File: config.mk
export PLATFORM = sky130hd
export DESIGN_NAME = parking_floor_allocator
export DESIGN_NICKNAME = d
export VERILOG_FILES = /design/src/rtl/parking_floor_allocator_pkg.sv /design/src/rtl/parking_floor_allocator_counter.sv /design/src/rtl/parking_floor_allocator.sv
export SDC_FILE = /design/constraint.sdc
export NUM_CORES = 1
export LEC_CHECK = 0
export CAP_MARGIN = 20
export CORE_ASPECT_RATIO = 1.4
export CORE_MARGIN = 4
export CORE_UTILIZATION = 43
export CTS_CLUSTER_DIAMETER = 50
export DETAILED_ROUTE_END_ITERATION = 6
export DONT_BUFFER_PORTS = 1
export SYNTH_ARGS = -nofsm -noshare
export SYNTH_HDL_FRONTEND = slang
export SYNTH_HIERARCHICAL = 1
export SYNTH_SLANG_ARGS = --single-unit
File: constraint.sdc
create_clock -name clk -period 2.6 [get_ports clk]
set_input_delay 0.39 -clock clk [delete_from_list [all_inputs] [get_ports clk]]
set_output_delay 0.39 -clock clk [all_outputs]
set_load 0.05 [all_outputs]
File: src/rtl/parking_floor_allocator_pkg.sv
// Shared types and width helpers for the parking floor allocator and its per-floor counters.
package parking_pkg;

    typedef enum logic {
        ALLOC_LOWEST,
        ALLOC_RR
    } alloc_policy_e;

    function automatic int floor_w(input int num_floors);
        return (num_floors < 2) ? 1 : $clog2(num_floors);
    endfunction

    function automatic int cnt_w(input int slots);
        return $clog2(slots + 1);
    endfunction

    function automatic int tot_w(input int num_floors, input int slots);
        return $clog2(num_floors * slots + 1);
    endfunction

endpackage

File: src/rtl/parking_floor_allocator_counter.sv
// Saturating occupancy counter for one floor; a simultaneous legal inc and dec leave it unchanged.
module parking_floor_counter
    import parking_pkg::*;
#(
    parameter int CAP   = 4,
    parameter int CNT_W = cnt_w(CAP)
) (
    input  logic             clk,
    input  logic             rst_n,
    input  logic             inc,
    input  logic             dec,
    output logic [CNT_W-1:0] occ,
    output logic             full,
    output logic             empty
);

    logic [CNT_W-1:0] occ_q;
    logic [CNT_W-1:0] occ_d;
    logic             inc_ok;
    logic             dec_ok;

    assign full  = (occ_q == CNT_W'(CAP));
    assign empty = (occ_q == '0);
    assign occ   = occ_q;

    // NOTE: every always_comb output gets a default first, so no path can infer a latch.
    always_comb begin
        inc_ok = inc && !full;
        dec_ok = dec && !empty;
        occ_d  = occ_q;
        if (inc_ok && !dec_ok) begin
            occ_d = occ_q + CNT_W'(1);
        end else if (dec_ok && !inc_ok) begin
            occ_d = occ_q - CNT_W'(1);
        end
    end

    // NOTE: state registers use non-blocking assignments so all flops update together at the edge.
    always_ff @(posedge clk) begin
        if (!rst_n) begin
            occ_q <= '0;
        end else begin
            occ_q <= occ_d;
        end
    end

endmodule

File: src/rtl/parking_floor_allocator.sv
// Stateful parking allocator: grants entries to a non-full floor (lowest-first or round-robin)
// and applies exits, with a one-cycle registered decision.
module parking_floor_allocator
    import parking_pkg::*;
#(
    parameter int            NUM_FLOORS      = 3,
    parameter int            SLOTS_PER_FLOOR = 4,
    parameter alloc_policy_e POLICY          = ALLOC_LOWEST
) (
    input  logic                                          clk,
    input  logic                                          rst_n,
    input  logic                                          entry_req,
    input  logic                                          exit_req,
    input  logic [floor_w(NUM_FLOORS)-1:0]                exit_floor,
    output logic                                          grant_valid,
    output logic [NUM_FLOORS-1:0]                         grant_floor,
    output logic [floor_w(NUM_FLOORS)-1:0]                grant_idx,
    output logic [NUM_FLOORS-1:0]                         floor_full,
    output logic                                          full,
    output logic [tot_w(NUM_FLOORS, SLOTS_PER_FLOOR)-1:0] free_total,
    output logic                                          exit_err
);

    localparam int FLOOR_W = floor_w(NUM_FLOORS);
    localparam int CNT_W   = cnt_w(SLOTS_PER_FLOOR);
    localparam int TOT_W   = tot_w(NUM_FLOORS, SLOTS_PER_FLOOR);

    logic [CNT_W-1:0]      occ [NUM_FLOORS];
    logic [NUM_FLOORS-1:0] empty;
    logic [NUM_FLOORS-1:0] inc;
    logic [NUM_FLOORS-1:0] dec;

    logic                  grant_valid_q, grant_valid_d;
    logic [NUM_FLOORS-1:0] grant_floor_q, grant_floor_d;
    logic [FLOOR_W-1:0]    grant_idx_q,   grant_idx_d;
    logic [FLOOR_W-1:0]    rr_ptr_q,      rr_ptr_d;
    logic                  exit_err_q,    exit_err_d;

    logic [FLOOR_W:0]      pick_r;
    logic                  found;
    logic [FLOOR_W-1:0]    sel;
    logic [TOT_W-1:0]      occ_sum;

    // Returns {found, index}; RR searches from ptr+1 upward with wrap-around.
    function automatic logic [FLOOR_W:0] pick(input logic [NUM_FLOORS-1:0] fv,
                                              input logic [FLOOR_W-1:0]    ptr);
        logic               hit;
        logic [FLOOR_W-1:0] idx;
        int                 cand;
        hit = 1'b0;
        idx = '0;
        for (int k = 0; k < NUM_FLOORS; k++) begin
            cand = (POLICY == ALLOC_RR) ? (int'(ptr) + 1 + k) % NUM_FLOORS : k;
            if (!hit && !fv[cand]) begin
                hit = 1'b1;
                idx = FLOOR_W'(cand);
            end
        end
        return {hit, idx};
    endfunction

    for (genvar g = 0; g < NUM_FLOORS; g++) begin : g_floor
        parking_floor_counter #(
            .CAP   (SLOTS_PER_FLOOR),
            .CNT_W (CNT_W)
        ) u_cnt (
            .clk   (clk),
            .rst_n (rst_n),
            .inc   (inc[g]),
            .dec   (dec[g]),
            .occ   (occ[g]),
            .full  (floor_full[g]),
            .empty (empty[g])
        );
    end

    always_comb begin
        pick_r        = pick(floor_full, rr_ptr_q);
        found         = pick_r[FLOOR_W];
        sel           = pick_r[FLOOR_W-1:0];
        inc           = '0;
        dec           = '0;
        occ_sum       = '0;
        grant_valid_d = entry_req;
        grant_floor_d = grant_floor_q;
        grant_idx_d   = grant_idx_q;
        rr_ptr_d      = rr_ptr_q;
        for (int i = 0; i < NUM_FLOORS; i++) begin
            inc[i]  = entry_req && found && (sel == FLOOR_W'(i));
            dec[i]  = exit_req && (exit_floor == FLOOR_W'(i)) && !empty[i];
            occ_sum = occ_sum + TOT_W'(occ[i]);
        end
        // Out-of-range indices never match any floor, so they fall out as errors here.
        exit_err_d = exit_req && !(|dec);
        if (entry_req) begin
            grant_floor_d = found ? (NUM_FLOORS'(1) << sel) : '0;
            grant_idx_d   = found ? sel : '0;
            if (found && POLICY == ALLOC_RR) begin
                rr_ptr_d = sel;
            end
        end
    end

    always_ff @(posedge clk) begin
        if (!rst_n) begin
            grant_valid_q <= 1'b0;
            grant_floor_q <= '0;
            grant_idx_q   <= '0;
            rr_ptr_q      <= FLOOR_W'(NUM_FLOORS - 1);
            exit_err_q    <= 1'b0;
        end else begin
            grant_valid_q <= grant_valid_d;
            grant_floor_q <= grant_floor_d;
            grant_idx_q   <= grant_idx_d;
            rr_ptr_q      <= rr_ptr_d;
            exit_err_q    <= exit_err_d;
        end
    end

    assign grant_valid = grant_valid_q;
    assign grant_floor = grant_floor_q;
    assign grant_idx   = grant_idx_q;
    assign exit_err    = exit_err_q;
    assign full        = &floor_full;
    assign free_total  = TOT_W'(NUM_FLOORS * SLOTS_PER_FLOOR) - occ_sum;

endmodule

==> results.py, run 1 <==
metrics = {
    "floorplan": {
        "chipWidth_um": 48.4,
        "rows": 20,
        "start_util_pct": 45.1,
        "core_sq_um": 2180,
        "dieArea_sq_um": 3120,
        "die_h_um": 64.5,
        "ioPinCount": 21,
    },
    "critical_path": {
        "worstSetupEndpointType": "output pin",
        "crit_fanout": 2,
        "required_ns": 2.21,
        "crit_type": "flop to output pin",
        "cp-start-kind": "flop",
        "worst_ep_arrival_time_ns": 2.42,
        "crit_path_start": "g_floor[1].u_cnt/occ[1]",
        "reg2reg_from": "g_floor[1].u_cnt/occ[1]",
    },
    "cts": {
        "cts_sinks": 15,
        "clk_pin_slew_ns": 0.09,
        "root_buffer": "clkbuf_4",
        "insertion_delay_ns": 0.28,
        "numCtsBuffers": 3,
        "cts_htree_levels": 1,
        "cts_max_path_buffers": 2,
        "cts_tree": "done",
    },
    "detailed_routing": {
        "drtPass1Iterations": 4,
        "viasPerCell": 5.34,
        "vias": 705,
        "drt_iter0_drc": 6,
        "wirelength_um": 1940,
        "ant_nets": 0,
        "drc": 0,
        "wl_per_cell_um": 14.7,
    },
    "place": {
        "placed_cell_area_sq_um": 1200,
        "gp_congestion": 0.702,
        "preCtsSetupSlack_ns": 0.0192,
        "place_hpwl_um": 1570,
        "place_inst": 128,
        "port_buffers": 0,
    },
    "cells_and_area": {
        "fin_area_sq_um": 1240,
        "drive_gt1_share_pct": 31.8,
        "nNetsFinal": 131,
        "final_cells": 132,
        "antenna_cells": 0,
        "syn_to_final_growth_pct": 26.0,
    },
    "grt": {
        "grt_pass1_wl_um": 3370,
        "grt_pass1_vias": 734,
        "grtUsageTotal_pct": 13.7,
        "antenna_found_initial": 0,
        "grt_overflow_total": 0,
        "grt_max_degree": 16,
    },
    "logic_synthesis": {
        "synthCells": 96,
        "syn_area_sq_um": 981,
        "synth-seq-area-share_pct": 30.6,
        "synth_nets": 116,
        "ys_ff_latch": 15,
        "synth-edff-count": 0,
        "async_flop_share_pct": 0,
        "synth_area_per_cell_sq_um": 10.2,
        "ys_types": 25,
        "synth_warnings": 6,
        "ys.flop_type": "dfxtp_1",
    },
    "sta": {
        "skew_ns": 0.00340,
        "worstMarginPinSlew_ns": 0.965,
        "finalSetupViolations": 2,
        "rsz0062_at_grt": "true",
        "period_share_pct": 108,
        "period_minus_slack_ns": 2.81,
        "finalWorstSetupSlack_ns": -0.212,
        "relSlewSlack_pct": 35.5,
        "finalMaxSlewViolations": 0,
        "fmax_mhz": 356,
        "hold_viol": 0,
    },
    "power": {
        "power.density_nw_per_um2": 1110,
        "peakVddDrop_mv": 0.672,
        "power_leakage_uw": 0.000543,
    },
    "min_path": {
        "hold_start": "entry_req",
        "hold_path_class": "input pin to flop",
    },
    "run_status": {
        "violations": "negative setup slack",
        "status": "complete, but fails checks",
    },
    "job": {
        "drv_cap": 0,
    },
}
==> Yosys cell counts, types with 4 or more instances <==
library cell | instances | area (sq um)
a21boi_1 | 6 | 45.0
and2_1 | 4 | 25.0
dfxtp_1 | 15 | 300
fa_1 | 6 | 120
ha_1 | 8 | 100
inv_1 | 10 | 37.5
nand2b_1 | 6 | 37.5
nor2b_1 | 7 | 43.8
o21ai_0 | 4 | 20.0
xnor2_1 | 4 | 35.0
xor2_1 | 4 | 35.0
==> state kept, by name, indices dropped and copies added (netlist names) <==
name	cells
grant_idx	1
g_floor.u_cnt/occ	9
grant_floor	3
exit_err	1
grant_valid	1
==> metrics by stage <==
step | utilization, % | TNS (ns) | power [uW] | hold slack [ns]
6_report | 56.8 | -0.258 | 1380 | 0.188
3_3_place_gp | 55.1 | 0 | 1220 | 0.482
3_5_place_dp | 55.1 | 0 | 1240 | 0.488
5_1_grt | 56.8 | -0.406 | 1460 | 0.180
2_1_floorplan | - | -0.0249 | 980 | 0.479
4_1_cts | 56.4 | -0.306 | 1390 | 0.175
==> timing repair <==
action	CTS	global route
hold buffers	0	0
gates cloned	0	0
setup endpoints to repair	2	3
endpoints found under the hold margin	0	0
gates resized for setup	4	3
setup buffers	0	0
pin swaps	4	0
==> metal layers <==
metal	vias to the layer above	GRT usage (%)	wire, um
li1	351	-	-
met1	333	15.7	788
met2	19	23.0	1010
met3	2	3.45	111
met4	0	7.27	27
met5	-	0	0
==> cell families (layout without fill, tap and decap cells) <==
kind of cell,count (synthesis),count (layout),synth area share [%]
AND/OR/NAND/NOR,34,34,25.0
flip-flops,15,15,30.6
adder cells (fa/ha/maj),14,14,22.4
AO/OA/AOI/OAI,11,11,7.14
buffers and inverters,11,25,4.59
XOR/XNOR,8,8,7.14
multiplexers,3,3,3.06
==> area by class of cell <==
| class | count | area (sq um) |
|---|---|---|
| Fill cell | 194 | 941 |
| Multi-Input combinational cell | 70 | 723 |
| Sequential cell | 15 | 314 |
| Timing Repair Buffer | 11 | 108 |
| Inverter | 10 | 37.5 |
| Tap cell | 22 | 27.5 |
| Clock buffer | 4 | 26.3 |
==> power breakdown <==
part / internal, uW / switching, uW / total, uW / leakage (uW)
Sequential: 272 / 76.1 / 348 / 0.000126
Combinational: 395 / 501 / 896 / 0.000401
Clock: 59.4 / 71.7 / 131 / 0.0000150
==> placed cells by master (no fill, tap or decap), drive strengths merged <==
| cell type | n |
|---|---|
| nand2 | 1 |
| o21ai | 4 |
| nand2b | 6 |
| and4bb | 2 |
| a21oi | 1 |
| nor4 | 1 |
| ha | 8 |
| clkbuf | 4 |
| mux2i | 3 |
| inv | 10 |
| fa | 6 |
| dfxtp | 15 |
| nor4b | 1 |
| and2 | 4 |
| a21boi | 6 |
| nor2b | 7 |
| buf | 11 |
| nand3b | 1 |
| xor2 | 4 |
| nand4b | 1 |
| nor3 | 3 |
| and3 | 1 |
| nor3b | 3 |
| or3 | 3 |
| xnor2 | 4 |
==> worst paths after layout <==
check        cells past startpoint                       to  slack, ns
min                              1           grant_floor[0]       0.19
max reg2reg                     11  g_floor[2].u_cnt/occ[2]       0.22
min reg2reg                      2  g_floor[1].u_cnt/occ[2]       0.52
max                              9            free_total[3]      -0.21
==> worst max-delay path, cell delays in order, from the launching register on <==
cell,delay [ns]
dfxtp_4,0.36
ha_4,0.26
fa_1,0.39
inv_1,0.07
ha_2,0.16
inv_2,0.03
fa_2,0.37
xor2_4,0.18
xnor2_4,0.16
buf_12,0.15
Power figures use the tool's default switching activity.
==> run 2: changes to the inputs <==
SYNTH_HIERARCHICAL = default   (was 1)
==> run 2 against run 1 <==
  * Final area is 6.4% lower
  * The run still ends with negative setup slack left
  * Clock power hardly changed
  * Sequential power is 7.2% higher
  * Flip-flop and latch count stayed put
  * Via count is 4.4% lower
  * Die area is 0.21% lower
  * Critical endpoint unchanged
  * Clock skew is 0.0014 ns lower
  * Largest power group unchanged
  * Sequential share of layout area is 0.87 points higher
  * Critical path type unchanged
==> results.py, run 2 <==
metrics = {
    "floorplan": {
        "core_sq_um": 2180,
        "dieArea_sq_um": 3110,
        "start_util_pct": 44.9,
        "rows": 20,
        "chipWidth_um": 48.3,
        "die_h_um": 64.4,
        "ioPinCount": 21,
    },
    "critical_path": {
        "worst_ep_arrival_time_ns": 2.39,
        "required_ns": 2.21,
        "worstSetupEndpointType": "output pin",
        "reg2reg_depth": 9,
        "crit_type": "flop to output pin",
        "r2r_setup_slack_ns": 0.19,
        "crit_path_start": "g_floor[2].u_cnt.occ[1]",
        "reg2reg_from": "g_floor[1].u_cnt.occ[0]",
        "cp-start-kind": "flop",
        "crit_fanout": 2,
        "worstReg2RegEnd": "g_floor[2].u_cnt.occ[2]",
        "crit_path_end": "free_total[3]",
    },
    "cells_and_area": {
        "final_common_cell": "dfxtp_1",
        "antenna_cells": 0,
        "most-common-layout-cells": "dfxtp_1 (12), inv_1 (9), buf_4 (7)",
        "nNetsFinal": 125,
        "n_fill_cell": 197,
        "drive_gt1_share_pct": 27.9,
        "syn_to_final_growth_pct": 18.3,
        "largest_register_ffs": 9,
        "multi_input_area_sq_um": 664,
        "seq_area_sq_um": 304,
    },
    "logic_synthesis": {
        "synth_area_leaders": "dfxtp_1 (31%), fa_1 (12%), ha_1 (10%)",
        "ys_types": 32,
        "ys_ff_latch": 15,
        "syn_area_sq_um": 978,
        "synth.most_common_cell": "dfxtp_1",
        "synth_top_area_cell": "dfxtp_1",
        "synth_area_per_cell_sq_um": 10.1,
        "synth_common_cells": "dfxtp_1 (15), inv_1 (10), ha_1 (8)",
        "synth_nets": 117,
        "synth-edff-count": 0,
        "synth-seq-area-share_pct": 30.7,
        "async_flop_share_pct": 0,
        "synthCells": 97,
        "synth_warnings": 0,
        "synth_top_area_share_pct": 30.7,
        "ys.flop_type": "dfxtp_1",
    },
    "cts": {
        "post-cts-setup-buffer-count": 0,
        "cts_sinks": 15,
        "cts_htree_levels": 1,
        "numCtsBuffers": 3,
        "cts_tree": "done",
        "root_buffer": "clkbuf_4",
        "insertion_delay_ns": 0.27,
        "cts_max_path_buffers": 2,
        "clk_pin_slew_ns": 0.09,
    },
    "sta": {
        "skew_ns": 0.00201,
        "fmax_mhz": 360,
        "finalSetupTns_ns": -0.216,
        "period_share_pct": 107,
        "period_minus_slack_ns": 2.78,
        "worstMarginPinSlew_ns": 0.968,
        "rsz0062_at_grt": "true",
        "finalWorstSetupSlack_ns": -0.178,
        "hold_viol": 0,
        "finalSetupViolations": 2,
        "relSlewSlack_pct": 35.4,
        "finalMaxSlewViolations": 0,
    },
    "detailed_routing": {
        "viasPerCell": 5.35,
        "drc": 0,
        "vias": 674,
        "drtPass1Iterations": 4,
        "ant_nets": 0,
        "wl_per_cell_um": 14.5,
        "wirelength_um": 1820,
        "drt_iter0_drc": 10,
    },
    "min_path": {
        "hold_path_class": "input pin to flop",
    },
    "power": {
        "peakVddDrop_mv": 0.795,
        "power_leakage_uw": 0.000513,
        "power.density_nw_per_um2": 1280,
        "power_uw": 1480,
    },
    "run_status": {
        "violations": "negative setup slack",
        "status": "complete, but fails checks",
    },
    "place": {
        "gp_congestion": 0.731,
        "place_hpwl_um": 1440,
        "port_buffers": 0,
    },
    "grt": {
        "grt_pass1_vias": 731,
        "grt_max_degree": 16,
        "grt_overflow_total": 0,
        "antenna_found_initial": 0,
        "grtUsageTotal_pct": 13.0,
        "grt_pass1_wl_um": 3240,
    },
    "job": {
        "drv_cap": 0,
    },
}
==> run 2: changes by cell type after synthesis, moves of 2 or more <==
cell / delta
a21boi_0: +3
a21boi_1: -3
buf_4: +3
nand2b_1: -3
nor2b_1: -2
nor3_1: -2
nor3b_1: -2
==> run 2: what timing repair did <==
item | CTS | global route
cloned | 0 | 0
hold buffers | 0 | 0
endpoints found under the setup margin | 2 | 4
pin swaps | 3 | 0
gates resized for setup | 2 | 4
==> run 2: how the worst min path moves through the flow <==
stage                                 start                 endpoint  slack, ns  depth (start not counted)
floorplan           g_floor[1].u_cnt.occ[2]  g_floor[1].u_cnt.occ[2]       0.48                          2
CTS                               entry_req           grant_floor[0]       0.18                          1
finish                            entry_req           grant_floor[0]       0.19                          1
global placement                  entry_req           grant_floor[0]       0.48                          1
global route                      entry_req           grant_floor[0]       0.18                          1
detailed placement                entry_req           grant_floor[0]       0.49                          1
==> run 2: worst max-delay path: stages (launching register included) <==
cell     delay, ns
dfxtp_2       0.34
ha_4          0.23
fa_1          0.43
inv_1         0.07
ha_1          0.13
inv_1         0.05
fa_2          0.37
xor2_4        0.20
xnor2_4       0.14
buf_12        0.15
==> run 2: power breakdown <==
group,internal [uW],switching [uW]
Combinational,417,560
Clock,59.4,73.9
Sequential,277,95.9
==> run 2: layer usage <==
metal,up-vias,wire [um],track usage [%]
met1,320,808,16.3
met2,20,868,21.7
met3,2,127,3.22
met4,0,19,4.15
met5,-,0,0
li1,332,-,-
==> run 2: through the flow <==
step	cell area, sq um	std cells	hold slack (ns)	setup WS, ns	utilization, %
2_1_floorplan	1030	97	0.479	0.0134	-
3_3_place_gp	1120	122	0.482	0.0668	51.4
3_5_place_dp	1120	122	0.487	0.0294	51.4
4_1_cts	1150	126	0.183	-0.197	52.8
5_1_grt	1160	126	0.177	-0.258	53.2
6_report	1160	126	0.191	-0.178	53.2
==> run 2: final cells by class <==
class,instances,area share (%)
Clock buffer,4,2.27
Sequential cell,15,26.3
Multi-Input combinational cell,65,57.4
Inverter,11,3.68
Tap cell,22,2.38
Timing Repair Buffer,9,8.00
==> run 2: cells by family after synthesis <==
group / Yosys count / share of synthesized area, %
AO/OA/AOI/OAI: 13 / 8.95
XOR/XNOR: 8 / 7.16
adder cells (fa/ha/maj): 14 / 22.5
buffers and inverters: 17 / 8.31
flip-flops: 15 / 30.7
multiplexers: 3 / 3.07
AND/OR/NAND/NOR: 27 / 19.3
